==> config.mk <==
export PLATFORM = sky130hd
export DESIGN_NAME = bilstm_mac_scheduler
export DESIGN_NICKNAME = d
export VERILOG_FILES = /design/src/rtl/bilstm_mac_scheduler.sv
export SDC_FILE = /design/constraint.sdc
export NUM_CORES = 1
export LEC_CHECK = 0
export CAP_MARGIN = 20
export CORE_ASPECT_RATIO = 0.8
export CORE_MARGIN = 2
export CORE_UTILIZATION = 45
export CTS_BUF_LIST = sky130_fd_sc_hd__clkbuf_8
export DETAILED_ROUTE_END_ITERATION = 7
export GPL_TIMING_DRIVEN = 0
export PLACE_DENSITY = 0.72
export SYNTH_ARGS = -nofsm -noshare
export SYNTH_HDL_FRONTEND = slang
export SYNTH_SLANG_ARGS = --single-unit
==> constraint.sdc <==
create_clock -name clk -period 3.15 [get_ports clk]
set_clock_uncertainty 0.05 [all_clocks]
set_input_delay 0.63 -clock clk [delete_from_list [all_inputs] [get_ports clk]]
set_output_delay 0.63 -clock clk [all_outputs]
set_load 0.01 [all_outputs]
==> src/rtl/bilstm_mac_scheduler.sv <==
// ---------------------------------------------------------------------------
// bilstm_mac_scheduler
//
// Purpose:
//   Drives one hidden-state MAC datapath through a complete BiLSTM sequence.
//   The forward pass visits timesteps 0..L-1, then the backward pass visits
//   L-1..0. For every step the scheduler:
//     - issues a one-cycle mac_start,
//     - counts mac_valid pulses,
//     - waits for mac_done,
//     - checks that exactly OUTS_PER_STEP results were produced.
//   It also exports the direction/time index used to address the weight and
//   hidden-state buffers, and it reports timeout and count-mismatch errors.
//
// Ports:
//   clk        rising-edge clock
//   rst        asynchronous, active-high reset
//   seq_start  start-sequence pulse (honoured only in IDLE/ERROR)
//   seq_len    sequence length L, latched together with seq_start
//   seq_abort  abandon the current sequence (ignored in IDLE/ERROR)
//   mac_valid  MAC output-element valid pulse (counted only in WAIT)
//   mac_done   MAC step-complete pulse (observed only in WAIT)
//   mac_start  one-cycle start to the MAC
//   dir        0 = forward pass, 1 = backward pass
//   time_idx   current timestep
//   step_done  one-cycle pulse per completed step
//   seq_done   one-cycle pulse after both passes complete
//   busy       high in ISSUE/WAIT/ADVANCE/FINISH
//   err        sticky error flag
//   err_code   01 count mismatch, 10 timeout, 11 bad seq_len
// ---------------------------------------------------------------------------
module bilstm_mac_scheduler #(
  parameter int SEQ_LEN_MAX   = 16,
  parameter int TIME_WIDTH    = 4,
  parameter int OUTS_PER_STEP = 100,
  parameter int CNT_WIDTH     = 8,
  parameter int TIMEOUT       = 4096,
  parameter int TO_WIDTH      = 13
) (
  input  logic                  clk,
  input  logic                  rst,
  input  logic                  seq_start,
  input  logic [TIME_WIDTH:0]   seq_len,
  input  logic                  seq_abort,
  input  logic                  mac_valid,
  input  logic                  mac_done,
  output logic                  mac_start,
  output logic                  dir,
  output logic [TIME_WIDTH-1:0] time_idx,
  output logic                  step_done,
  output logic                  seq_done,
  output logic                  busy,
  output logic                  err,
  output logic [1:0]            err_code
);

  // ---------------------------------------------------------------------
  // Constants, each sized to the signal it is compared against
  // ---------------------------------------------------------------------
  localparam logic [TIME_WIDTH:0]   LEN_MAX    = (TIME_WIDTH+1)'(SEQ_LEN_MAX);
  localparam logic [TIME_WIDTH:0]   LEN_ONE    = (TIME_WIDTH+1)'(1);
  localparam logic [TIME_WIDTH-1:0] IDX_ONE    = TIME_WIDTH'(1);
  localparam logic [CNT_WIDTH-1:0]  CNT_TARGET = CNT_WIDTH'(OUTS_PER_STEP);
  localparam logic [CNT_WIDTH-1:0]  CNT_ONE    = CNT_WIDTH'(1);
  localparam logic [TO_WIDTH-1:0]   TO_LAST    = TO_WIDTH'(TIMEOUT - 1);
  localparam logic [TO_WIDTH-1:0]   TO_ONE     = TO_WIDTH'(1);

  localparam logic [1:0] ERR_NONE  = 2'b00;
  localparam logic [1:0] ERR_COUNT = 2'b01;
  localparam logic [1:0] ERR_TIME  = 2'b10;
  localparam logic [1:0] ERR_LEN   = 2'b11;

  typedef enum logic [2:0] {
    S_IDLE    = 3'd0,
    S_ISSUE   = 3'd1,
    S_WAIT    = 3'd2,
    S_ADVANCE = 3'd3,
    S_FINISH  = 3'd4,
    S_ERROR   = 3'd5
  } state_t;

  state_t                state;
  logic [TIME_WIDTH:0]   len_r;     // latched sequence length L
  logic [CNT_WIDTH-1:0]  vld_cnt;   // mac_valid pulses seen in this step
  logic [TO_WIDTH-1:0]   to_cnt;    // cycles spent in WAIT

  // ---------------------------------------------------------------------
  // Saturating increment of the valid counter. The counter sticks at
  // all-ones, so a runaway MAC cannot wrap back to a "correct" count.
  // ---------------------------------------------------------------------
  function automatic logic [CNT_WIDTH-1:0] sat_inc(
    input logic [CNT_WIDTH-1:0] cnt,
    input logic                 inc
  );
    logic [CNT_WIDTH-1:0] res;
    res = cnt;
    if (inc && (cnt != {CNT_WIDTH{1'b1}})) begin
      res = cnt + CNT_ONE;
    end
    return res;
  endfunction

  // ---------------------------------------------------------------------
  // Combinational decode used by the FSM
  // ---------------------------------------------------------------------
  logic                 len_ok;     // 1 <= seq_len <= SEQ_LEN_MAX
  logic [CNT_WIDTH-1:0] cnt_final;  // count including a same-cycle valid
  logic [TIME_WIDTH:0]  len_last;   // L-1
  logic                 last_fwd;   // forward pass at its final timestep
  logic                 last_bwd;   // backward pass at timestep 0

  always_comb begin
    len_ok    = (seq_len != '0) && (seq_len <= LEN_MAX);
    cnt_final = sat_inc(vld_cnt, mac_valid);
    len_last  = len_r - LEN_ONE;
    last_fwd  = ({1'b0, time_idx} == len_last);
    last_bwd  = (time_idx == '0);
  end

  // ---------------------------------------------------------------------
  // Sequencing FSM. All outputs are registered here: each pulse output is
  // set on the edge that enters the state it belongs to, so mac_start is
  // high exactly while the FSM sits in ISSUE, step_done while in ADVANCE
  // and seq_done while in FINISH.
  // ---------------------------------------------------------------------
  always_ff @(posedge clk or posedge rst) begin
    if (rst) begin
      state     <= S_IDLE;
      len_r     <= '0;
      vld_cnt   <= '0;
      to_cnt    <= '0;
      mac_start <= 1'b0;
      dir       <= 1'b0;
      time_idx  <= '0;
      step_done <= 1'b0;
      seq_done  <= 1'b0;
      busy      <= 1'b0;
      err       <= 1'b0;
      err_code  <= ERR_NONE;
    end else begin
      // Pulse outputs default low; individual transitions raise them.
      mac_start <= 1'b0;
      step_done <= 1'b0;
      seq_done  <= 1'b0;

      case (state)
        S_IDLE, S_ERROR: begin
          if (seq_start) begin
            if (len_ok) begin
              len_r     <= seq_len;
              dir       <= 1'b0;
              time_idx  <= '0;
              err       <= 1'b0;
              err_code  <= ERR_NONE;
              busy      <= 1'b1;
              mac_start <= 1'b1;
              state     <= S_ISSUE;
            end else begin
              // A rejected length never reaches the MAC.
              err      <= 1'b1;
              err_code <= ERR_LEN;
              busy     <= 1'b0;
              state    <= S_ERROR;
            end
          end
        end

        S_ISSUE: begin
          if (seq_abort) begin
            busy  <= 1'b0;
            state <= S_IDLE;
          end else begin
            vld_cnt <= '0;
            to_cnt  <= '0;
            state   <= S_WAIT;
          end
        end

        S_WAIT: begin
          if (seq_abort) begin
            busy  <= 1'b0;
            state <= S_IDLE;
          end else begin
            vld_cnt <= cnt_final;
            to_cnt  <= to_cnt + TO_ONE;
            // mac_done is checked first so that a done landing on the
            // timeout cycle still completes the step.
            if (mac_done) begin
              if (cnt_final == CNT_TARGET) begin
                step_done <= 1'b1;
                state     <= S_ADVANCE;
              end else begin
                err      <= 1'b1;
                err_code <= ERR_COUNT;
                busy     <= 1'b0;
                state    <= S_ERROR;
              end
            end else if (to_cnt == TO_LAST) begin
              err      <= 1'b1;
              err_code <= ERR_TIME;
              busy     <= 1'b0;
              state    <= S_ERROR;
            end
          end
        end

        S_ADVANCE: begin
          if (seq_abort) begin
            busy  <= 1'b0;
            state <= S_IDLE;
          end else if (!dir) begin
            // The turnaround keeps time_idx at L-1 so the backward pass
            // starts on the same timestep the forward pass ended on.
            if (last_fwd) begin
              dir <= 1'b1;
            end else begin
              time_idx <= time_idx + IDX_ONE;
            end
            mac_start <= 1'b1;
            state     <= S_ISSUE;
          end else if (!last_bwd) begin
            time_idx  <= time_idx - IDX_ONE;
            mac_start <= 1'b1;
            state     <= S_ISSUE;
          end else begin
            // dir/time_idx are left at (1,0) after the last step.
            seq_done <= 1'b1;
            state    <= S_FINISH;
          end
        end

        S_FINISH: begin
          busy  <= 1'b0;
          state <= S_IDLE;
        end

        default: begin
          busy  <= 1'b0;
          state <= S_IDLE;
        end
      endcase
    end
  end

endmodule

# Word level (Yosys, flattened, before mapping)
# Index checks and enable logic that the tools add are counted.
classes:
  addsub: 5
  n_lt_le_gt_ge: 1
  n_eq_ne: 20
  n_mux: 66
  n_reduce_logical: 17
ops:
  columns: ["operator", "count"]
  rows:
  - ["$mux W1", 30]
  - ["$mux W3", 9]
  - ["$mux W13", 2]
  - ["$pmux W13 S2", 1]
  - ["$mux W4", 6]
  - ["$mux W8", 3]
  - ["$pmux W8 S2", 1]
  - ["$mux W2", 7]
  - ["$add A13 B1 Y13 const B", 1]
  - ["$eq A13 B12 Y1 const B", 1]
  - ["$ne A3 B3 Y1 const B", 4]
  - ["$pmux W3 S4", 1]
  - ["$ne A2 B2 Y1 const B", 5]
  - ["$add A8 B1 Y8 const B", 1]
  - ["$eq A8 B7 Y1 const B", 1]
  - ["$ne A4 B4 Y1 const B", 2]
  - ["$ne A8 B8 Y1 const B", 1]
  - ["$pmux W4 S2", 1]
  - ["$reduce_and A4 Y1", 2]
  - ["$eq A3 B2 Y1 const B", 2]
  - ["$pmux W1 S2", 3]
  - ["$reduce_and A3 Y1", 2]
  - ["$reduce_and A6 Y1", 1]
  - ["$reduce_bool A2 Y1", 3]
  - ["other kinds (17)", 19]
totals:
  regBits: 41
  inputBits: 11
  output_inout_bits: 12
  wordCells: 121

# Longest topological paths before layout
depth:
  ltp_word: 8
  mapped_depth: 8

# Worst setup path before layout
# OpenSTA, ideal clock, no wires.
synth_path:
  kind: "input to register"
  from: "input seq_len[0]"
  to: "register time_idx[2]"
  arrival_ps: 2544
  t_required_ps: 2975
  slack_ps: 431
  stages: 6
  n_path_buf: 0
  path_cell_list: "nor4_1 > xor2_1 > or4_1 > o31a_1 > o21ai_0 > mux2_2"
synth_between:
  elab_chain_cells: 4
synth_rtl:
  columns: ["item", "line", "rtl"]
  rows:
  - ["from (decl)", "43", "input logic [TIME_WIDTH:0] seq_len,"]
  - ["$le A5 B5 Y1 or $reduce_bool A5 Y1 (tied branches)", "113", "len_ok = (seq_len != '0) && (seq_len <= LEN_MAX);"]
  - ["$logic_and A1 B1 Y1 (*)", "113", null]
  - ["$ne A2 B2 Y1 (no source line) (*)", null, null]
  - ["$reduce_and A6 Y1 (no source line) (*)", null, null]
  - ["to (signal assigned)", "217", "time_idx <= time_idx + IDX_ONE;"]
  - ["to (signal assigned)", "222", "time_idx <= time_idx - IDX_ONE;"]
  - ["to (decl)", "49", "output logic [TIME_WIDTH-1:0] time_idx,"]
# Every way passes the cells marked *; elsewhere a longest branch is shown, timed or not.
# A chain may end at the register's enable or synchronous reset.

# Worst setup path after layout
# Same ends and word-level chain as after synthesis.

==> reports/qor.csv <==
stage,metric,value,unit
synthesis,sequential area share after synthesis,41.75,%
grt,initial antenna violation count,0,
power_and_ir_drop,clock share of power,18.1,%
critical_path,WP data required,3280,ps
critical_path,CP Class,in2reg,
final_layout,"Core Util, Final",52.90,%
synthesis,top cell type's share of synthesized area,41.75,%
power_and_ir_drop,Net Sw Frac,37.58,%
cts,CTS Buffer Depth,2,
grt,global-route wire length before repair,8.845,mm
critical_path,reg2reg setup slack,390,ps
final_layout,Layout Nets,310,
floorplan,CORE AREA,5345,sq um
critical_path,Critical Path AT,2980,ps
synthesis,"top cells by area, synth","dfrtp_1, xor2_1, nor2_1, nand2_1, mux2_2",
final_layout,cell area after layout,2828,sq um
timing,RSZ-0062 raised after global routing,no,
power_and_ir_drop,LEAKAGE,0.001212,uW
synthesis,"area leader, netlist",dfrtp_1,
placed_design,final RePlAce weighted congestion,0.8514,
power_and_ir_drop,Comb pwr share,40.9,%
floorplan,die height,70.10,microns
grt,Overflow after GRT,0,
synthesis,#FFs+latches synth,41,
floorplan,die area,6072,sq um
detailed_routing,Post-Route WL,5.009,mm
power_and_ir_drop,maximum vdd drop,420.6,uV
cts,Num CTS Buffers,5,
power_and_ir_drop,Net Switching,684.2,uW
floorplan,Initial Utilization,45.97,%
synthesis,Post-synth EDFFs,0,
cts,post-CTS setup buffers,0,
placed_design,Post-DP Area,2739,sq um
synthesis,synth warn,0,
cts,CTS root buf,clkbuf_8,
synthesis,Post-synth top cells,"dfrtp_1, nor2_1, nand2_1",
synthesis,distinct cell type count of the synthesized netlist,54,
final_layout,layout cells sized above 1,9.864,%
cts,CTS Hold Bufs,0,
critical_path,crit path max fanout,5,
synthesis,Syn Inst Count,266,
outcome,status,"complete, no violations",
timing,Final Critical Period,2853,ps
power_and_ir_drop,total power,1821,uW
synthesis,cell with the most instances after synthesis,dfrtp_1,
floorplan,I/O Pins,23,
cts,clock sinks,41,
cts,Clock Latency Late Sink,290,ps
detailed_routing,initial drt markers,142,
detailed_routing,vias,1958,
timing,Worst Tran Pin Value,843.6,ps
critical_path,CP Launch Type,input port,
timing,max_slew headroom,43.68,%
placed_design,number of port buffers,20,
detailed_routing,mean number of vias per cell,5.454,
grt,largest net degree at the start of global routing,42,
timing,crit share post-route,90.58,%
cts,CTS tree,built,
synthesis,Synth async-reset ratio,100.0,%
job,Max Cap Violations,0,
synthesis,cell area after synthesis,2457,sq um
detailed_routing,drt pass-1 iters,4,
detailed_routing,Wirelength per Cell,13.95,microns
synthesis,ys flop type,dfrtp_1,
timing,Setup Viol. Count Final,0,
synthesis,post-synthesis area per instance,9.238,sq um
timing,Final Hold Viols,0,
timing,"Slew Viols, Final",0,
critical_path,crit end category,flip-flop,
cts,# H-tree levels,2,
final_layout,area grow syn2layout,15.07,%
floorplan,Rows,24,
detailed_routing,ANT nets after route,0,
power_and_ir_drop,PD cells,643.9,nW/um^2
floorplan,die width,86.62,microns
power_and_ir_drop,Power Internal,1137,uW
detailed_routing,Residual DRC,0,
final_layout,diode count,0,
placed_design,hpwl dp,3.550,mm
cts,clk slew on worst S/H paths,80,ps
grt,vias in the first global route,1868,
timing,setup TNS,0,ps
power_and_ir_drop,sequential share of power,41.0,%
grt,GRT Total Usage,18.29,%
timing,FMAX,350.5,MHz
worst_hold_path,Hold WC Path Type,reg2reg,
synthesis,Mapped Nets,283,
power by group through the flow:
| stage | logic, uW | registers, uW | clock network, uW |
|---|---|---|---|
| CTS | 746 | 747 | 344 |
| floorplan | 519 | 748 | 0 |
| global route | 843 | 768 | 363 |
| detailed placement | 743 | 755 | 0 |
| global placement | 729 | 753 | 0 |
| finish | 744 | 747 | 330 |
state kept, by name, indices dropped and copies added (netlist names), 2 cells and up:
signal / count
to_cnt: 13
len_r: 5
time_idx: 4
vld_cnt: 8
state: 3
err_code: 2
repair_timing:
item	in CTS	in global routing
endpoints found under the hold margin	0	0
gates resized for setup	0	2
endpoints found under the setup margin	0	3
layer usage:
layer | vias to the layer above | GRT usage, % | share of wire, %
met1 | 908 | 29.25 | 55
li1 | 1013 | - | -
met3 | 2 | 4.374 | 3.9
met5 | - | 0 | 0
met2 | 35 | 24.70 | 41
met4 | 0 | 4.340 | 0.32
kinds of logic (layout without fill, tap and decap cells):
group           count (synthesis)  in the layout  share of synthesized area [%]
fa+ha+maj                       6              6                          3.361
buf+inv                        26             54                          4.328
simple gates                  107            107                          23.93
compound gates                 57             57                          15.33
mux                             9              9                          4.175
flops                          41             41                          41.75
xor+xnor                       20             20                          7.128
through the flow:
step	setup slack, ps	hold slack, ps	std cells
6_report	296.6	465.6	359
3_3_place_gp	-328.1	444.4	351
2_1_floorplan	431.0	424.2	266
4_1_cts	26.37	463.3	359
3_5_place_dp	-278.1	450.7	351
5_1_grt	99.25	489.9	359
layout make-up:
class                           count  area, sq um
Inverter                           14        52.55
Sequential cell                    41         1026
Fill cell                         510         2517
Timing Repair Buffer               20        200.2
Buffer                             12        53.80
Clock inverter                      3        13.76
Clock buffer                        5        68.82
Tap cell                           65        81.33
Multi-Input combinational cell    199         1331
path summary, 6_finish.rpt:
path / from / to / cells past startpoint
worst max-delay path: seq_len[0] / time_idx[2] / 7
worst min register to register: to_cnt[5] / to_cnt[5] / 1
worst min-delay path: to_cnt[5] / to_cnt[5] / 1
worst max register to register: vld_cnt[0] / err_code[0] / 8
max in group asynchronous: rst / state[1] / 2
min in group asynchronous: rst / time_idx[1] / 2
layout by cell type (no fill, tap or decap), types with 3 or more instances in the layout:
master           instances
nand2_1                 18
a21oi_1                 13
a211oi_1                 3
clkbuf_8                 5
a31oi_1                  3
clkdlybuf4s50_1         20
ha_1                     5
clkbuf_1                 7
nor3_1                  13
buf_2                    3
nand3_1                  6
o21ai_0                 12
a21o_1                   3
o31a_1                   3
inv_1                   14
and2_1                   3
xor2_1                  13
dfrtp_1                 41
or3_1                    5
mux2_2                   6
nand4_1                  7
xnor2_1                  7
nand2b_1                 4
nor2_1                  28
and3_1                   5
critical path, stage by stage:
cell             delay (ps)
clkdlybuf4s50_1         430
nor4_2                  400
xor2_1                  160
or4_1                   540
o31a_1                  160
o21ai_1                 290
mux2_2                  380
No activity file was read; power rests on OpenSTA's default activity.
